## src/rtl/register_bank.sv

```systemverilog
// register_bank: CPU-side register file with 16 general registers and a 4-bit flag register.
//
// Register PCIndex doubles as the program counter. It can be advanced by PCStep, overwritten by
// a write, or overwritten by a MOV. Reads have one cycle of latency. A read that hits the same
// cycle's write or MOV destination returns the new data.
//
// Ports:
//   clk                 system clock, rising edge
//   reset               asynchronous active-low reset
//   writeEnable         write strobe
//   writeRegister       write destination index
//   writeValue          write data
//   movEnable           MOV strobe
//   MOVRegisterOrigin   MOV source index
//   MOVRegisterDestiny  MOV destination index
//   readEnable          read request
//   readRegister        read index
//   readValue           registered read data
//   readValid           one-cycle pulse qualifying readValue
//   pcIncrement         advance R[PCIndex] by PCStep
//   PC_Read             R[PCIndex], straight from the register
//   flagsWrite          capture Flags
//   Flags               ALU flags {N,Z,C,V}
//   Flags_Read          stored flags
//
// Optional feature: define REGISTER_BANK_ZERO_REG_EN to hardwire R0 to zero.

module register_bank #(
    parameter int unsigned RegisterSize      = 32,
    parameter int unsigned AmountOfRegisters = 16,
    parameter int unsigned PCIndex           = 15,
    parameter int unsigned PCStep            = 4
) (
    input  logic                    clk,
    input  logic                    reset,
    input  logic                    writeEnable,
    input  logic [3:0]              writeRegister,
    input  logic [RegisterSize-1:0] writeValue,
    input  logic                    movEnable,
    input  logic [3:0]              MOVRegisterOrigin,
    input  logic [3:0]              MOVRegisterDestiny,
    input  logic                    readEnable,
    input  logic [3:0]              readRegister,
    output logic [RegisterSize-1:0] readValue,
    output logic                    readValid,
    input  logic                    pcIncrement,
    output logic [RegisterSize-1:0] PC_Read,
    input  logic                    flagsWrite,
    input  logic [3:0]              Flags,
    output logic [3:0]              Flags_Read
);

    localparam logic [3:0]              PcIdx  = 4'(PCIndex);
    localparam logic [RegisterSize-1:0] PcStep = RegisterSize'(PCStep);

    logic [RegisterSize-1:0] regs_q [AmountOfRegisters];
    logic [RegisterSize-1:0] regs_d [AmountOfRegisters];
    logic [RegisterSize-1:0] rd_data;

    // Later assignments override earlier ones, giving PC priority write > MOV > increment and
    // letting a write beat a MOV to the same destination. Sources always read pre-edge values.
    always_comb begin
        regs_d = regs_q;
        if (pcIncrement) begin
            regs_d[PcIdx] = regs_q[PcIdx] + PcStep;
        end
        if (movEnable) begin
            regs_d[MOVRegisterDestiny] = regs_q[MOVRegisterOrigin];
        end
        if (writeEnable) begin
            regs_d[writeRegister] = writeValue;
        end
`ifdef REGISTER_BANK_ZERO_REG_EN
        regs_d[0] = '0;
`endif
    end

    // Read bypass covers the write and MOV destinations only, not the PC increment.
    always_comb begin
        rd_data = regs_q[readRegister];
        if (movEnable && (MOVRegisterDestiny == readRegister)) begin
            rd_data = regs_q[MOVRegisterOrigin];
        end
        if (writeEnable && (writeRegister == readRegister)) begin
            rd_data = writeValue;
        end
`ifdef REGISTER_BANK_ZERO_REG_EN
        if (readRegister == 4'd0) begin
            rd_data = '0;
        end
`endif
    end

    always_ff @(posedge clk or negedge reset) begin
        if (!reset) begin
            for (int i = 0; i < AmountOfRegisters; i++) begin
                regs_q[i] <= '0;
            end
            readValue  <= '0;
            readValid  <= 1'b0;
            Flags_Read <= 4'b0;
        end else begin
            regs_q    <= regs_d;
            readValid <= readEnable;
            if (readEnable) begin
                readValue <= rd_data;
            end
            if (flagsWrite) begin
                Flags_Read <= Flags;
            end
        end
    end

    assign PC_Read = regs_q[PcIdx];

endmodule

```

## config.mk

```make
export PLATFORM = sky130hd
export DESIGN_NAME = register_bank
export DESIGN_NICKNAME = d
export VERILOG_FILES = /design/src/rtl/register_bank.sv
export SDC_FILE = /design/constraint.sdc
export NUM_CORES = 2
export LEC_CHECK = 0
export CORE_ASPECT_RATIO = 0.9
export CORE_MARGIN = 2
export CORE_UTILIZATION = 40
export CTS_BUF_LIST = sky130_fd_sc_hd__clkbuf_4 sky130_fd_sc_hd__clkbuf_8 sky130_fd_sc_hd__clkbuf_16
export DETAILED_ROUTE_END_ITERATION = 8
export PLACE_DENSITY_LB_ADDON = 0.25
export RECOVER_POWER = 50
export SKIP_LAST_GASP = 1
export SLEW_MARGIN = 20
export SYNTH_ARGS = -nofsm -noshare
export SYNTH_HDL_FRONTEND = slang
export SYNTH_SLANG_ARGS = --single-unit
```

## constraint.sdc

```tcl
create_clock -name clk -period 3.01 [get_ports clk]
set_clock_uncertainty 0.05 [all_clocks]
set_input_delay 0.301 -clock clk [delete_from_list [all_inputs] [get_ports clk]]
set_output_delay 0.301 -clock clk [all_outputs]
set_load 0.01 [all_outputs]
```

==> metrics.md <==
| Metric | Value |
|---|---|
| FF/Latch Area | `13,740 um2` |
| First-pass GRT wire length | `220.7 mm` |
| Total track usage | `0.3466` |
| Residual overflow from global routing | `0` |
| Multi-input gate area | `18,280 um2` |
| Status | `finished, violations left` |
| Largest family of logic cells by synthesized area | `compound AO/OA/AOI/OAI gates` |
| Initial antenna violation count | `4` |
| Vias per Instance | `7.183` |
| Seq pwr share | `0.380` |
| Slew @ Worst Pin | `1.558 ns` |
| Rel. slew slack | `-0.03893` |
| Clock Latency Late Sink | `0.64 ns` |
| Min Tclk post-route | `2.586 ns` |
| Input/output buffers | `127` |
| Logic gate share of total power | `0.320` |
| Most frequent cells in the layout | `dfrtp_1 (549), a22o_1 (282), a21o_1 (268)` |
| RSZ-0062 raised after global routing | `no` |
| Share of cells above drive strength 1 | `0.2333` |
| Mean Syn Cell Area | `11.16 um2` |
| Post-route ant nets | `0` |
| Multiplexer share of the synthesized area | `0.1776` |
| Post-Synth Simple-Gate Area | `0.05808` |
| Clock Pin Slew Worst Setup and Hold Paths | `0.06 ns` |
| Hold Crit Class | `in2async` |
| Sw Pwr | `10.24 mW` |
| Drt total wl | `153.5 mm` |
| Switch share | `0.3417` |
| Distinct cells, synth | `81` |
| Area Growth Syn to Fin | `17.35%` |
| Chip width | `310.6 um` |
| Post-synthesis sequential area ratio | `0.4059` |
| Post-synth EDFFs | `0` |
| Top Ports | `128` |
| Nets | `3,198` |
| CP endpoint kind | `register` |
| Root Driver | `clkbuf_16` |
| Residual DRC count | `0` |
| Syn Std Cell Area | `33,840 um2` |
| Dpl hpwl | `99.67 mm` |
| Critical path class | `reg2reg` |
| CTS tree | `yes` |
| P_leak | `18.15 nW` |
| Mapped Nets | `3,093` |
| Post-synthesis compound-gate area fraction | `0.2911` |
| Routability Congestion | `0.9919` |
| CORE AREA | `84,040 um2` |
| Setup TNS Final | `0 ns` |
| Die ar. | `86,950 um2` |
| Post-synthesis xor/xnor area fraction | `0.005952` |
| Post-cts resize count | `0` |
| Number of global-route vias before repair | `30.54k` |
| Yosys warns | `0` |
| CTS H-tree depth | `3` |
| Synth async-reset ratio | `1.000` |
| # fillers | `7,578` |
| Maximum clock rate | `386.7 MHz` |
| Die Y | `279.9 um` |
| Most common cell after layout, fill and taps aside | `dfrtp_1` |
| Number of synthesized register bits | `549` |
| CTS Buffer Depth | `3` |
| Failing checks | `max-capacitance violations, max-slew violations` |
| Worst EP required | `3.49 ns` |
| Proportion of power drawn by the clock network | `0.299` |
| Int Power | `19.73 mW` |
| Num CTS Buffers | `68` |
| Largest net degree at the start of global routing | `99` |
| Pre-antenna DRT Iters | `6` |
| CTS sink count | `549` |
| Final setup viols | `0` |
| Endpoints failing hold | `0` |
| WHS | `0.09693 ns` |
| Adder-Cell Fraction of Synth Area | `0.0003697` |
| Synth Flop Type | `dfrtp_1` |
| Cells after Synth | `3,033` |
| Final worst path period share | `0.8591` |
| Pwr Density | `754.7 nW/um2` |
| Setup crit start kind | `register` |
| Data arrival, critical path | `3.07 ns` |
| Post-DR wirelength/cell | `35.51 um` |
| Critical Path Fanout Max | `18` |
| Row count | `101` |
| Worst vdd ir | `415.3 uV` |
| Slew Viols, Final | `159` |
| Initial cell density of the core | `0.4027` |
| Vias | `31.06k` |
| Max_cap viols | `1` |
| Iter 0 DRT Violations | `4,419` |
-- power groups by stage --
| stage | Clock [mW] | Combinational (mW) | Sequential (mW) |
|---|---|---|---|
| finish | 8.97 | 9.60 | 11.4 |
| floorplan | 0 | 6.65 | 10.7 |
| detailed placement | 0 | 9.39 | 11.3 |
| global placement | 0 | 9.19 | 11.2 |
| CTS | 9.03 | 9.45 | 11.3 |
| global route | 9.34 | 10.2 | 11.5 |
-- Yosys cell counts (6+ instances only) --
cell type  number  area share
buf_6          23      0.0077
mux2i_1       151       0.045
nand2b_1        7      0.0013
nor2b_1         9      0.0017
buf_4          37      0.0082
dfrtp_1       549        0.41
nand2_1       124       0.014
o221ai_1       10      0.0026
o21ai_0       140       0.021
buf_1          35      0.0039
xnor2_1        15      0.0039
a22o_1        282       0.073
a221oi_1       45       0.012
o21a_1         57       0.013
mux4_2        196        0.13
o32ai_1         6      0.0016
buf_12          9      0.0053
a221o_1        21      0.0062
a221oi_2       24       0.011
nand4_1         7      0.0013
o221a_2        10      0.0033
nor3_1         18      0.0027
a22oi_1       138       0.031
a21oi_1       210       0.031
clkbuf_1      196       0.022
buf_2          58      0.0086
a22oi_2        15      0.0055
xor2_1          8      0.0021
or3_1          33      0.0061
a21o_1        268       0.059
nand3_1        22      0.0033
clkbuf_8        6      0.0024
o22ai_1        33      0.0061
o21ai_4        13      0.0062
o21ai_1        20      0.0030
nor2_1        140       0.016
-- what timing repair did --
item                      CTS  global route
hold buffers                1             0
hold endpoints to repair  115             0
setup buffers               0             0
-- path summary, 6_finish.rpt --
path	cells after the start	slack (ns)	start	endpoint
worst min-delay path	2	0.1	reset	regs_q[367]$_DFF_PN0_
max in group asynchronous	3	0.91	reset	regs_q[51]$_DFF_PN0_
worst min register to register	1	0.46	Flags_Read[0]$_DFFE_PN0P_	Flags_Read[0]$_DFFE_PN0P_
worst max-delay path	6	0.42	PC_Read[6]$_DFF_PN0_	PC_Read[19]$_DFF_PN0_
worst max register to register	6	0.42	PC_Read[6]$_DFF_PN0_	PC_Read[19]$_DFF_PN0_
min in group clk	2	0.25	Flags[0]	Flags_Read[0]$_DFFE_PN0P_
-- final cells by class --
class / instances / share of cell area
repair buffers: 405 / 0.09678
clock inverters: 20 / 0.008286
clock buffers: 101 / 0.05217
flip-flops and latches: 549 / 0.3459
well taps: 1133 / 0.03570
inverters: 7 / 0.0006616
diodes: 2 / 0.0001260
multi-input cells: 2107 / 0.4604
-- logic make-up after synthesis --
group / after synthesis
XOR/XNOR: 23
flip-flops: 549
AO/OA/AOI/OAI: 1315
multiplexers: 353
AND/OR/NAND/NOR: 415
adder cells (fa/ha/maj): 1
buffers and inverters: 377
-- per-stage QoR --
| step | utilization | power, mW | worst slack, ns | area (um2) | instances |
|---|---|---|---|---|---|
| after floorplan | - | 17.34 | 0.7873 | 33840 | 3033 |
| after global placement | 0.4438 | 20.41 | 0.02356 | 37300 | 4198 |
| after CTS | 0.4732 | 29.73 | 0.5247 | 39770 | 4322 |
| after global routing | 0.4726 | 31.06 | 0.4456 | 39710 | 4323 |
| final | 0.4726 | 29.97 | 0.4242 | 39710 | 4324 |
| after detailed placement | 0.4445 | 20.73 | 0.1319 | 37350 | 4200 |
-- flip-flops by register name, indices dropped and copies added, names as in the netlist --
| register | flops |
|---|---|
| regs_q | 480 |
| PC_Read | 32 |
| readValue | 32 |
| Flags_Read | 4 |
| readValid | 1 |
-- layer usage --
metal | track usage | vias up | wire length, um
met1 | 0.4669 | 16000 | 60390
met4 | 0.1718 | 5 | 7902
li1 | - | 12050 | -
met2 | 0.5000 | 2487 | 65410
met5 | 0.002217 | - | 56
met3 | 0.1133 | 512 | 19760
-- worst max-delay path: stages (launching register included) --
cell	delay, ns
dfrtp_1	0.63
and3_1	0.35
nand4_1	0.12
buf_4	0.23
nor4_1	0.83
xnor2_1	0.19
a21oi_1	0.08
(Power assumes the default switching activity.)
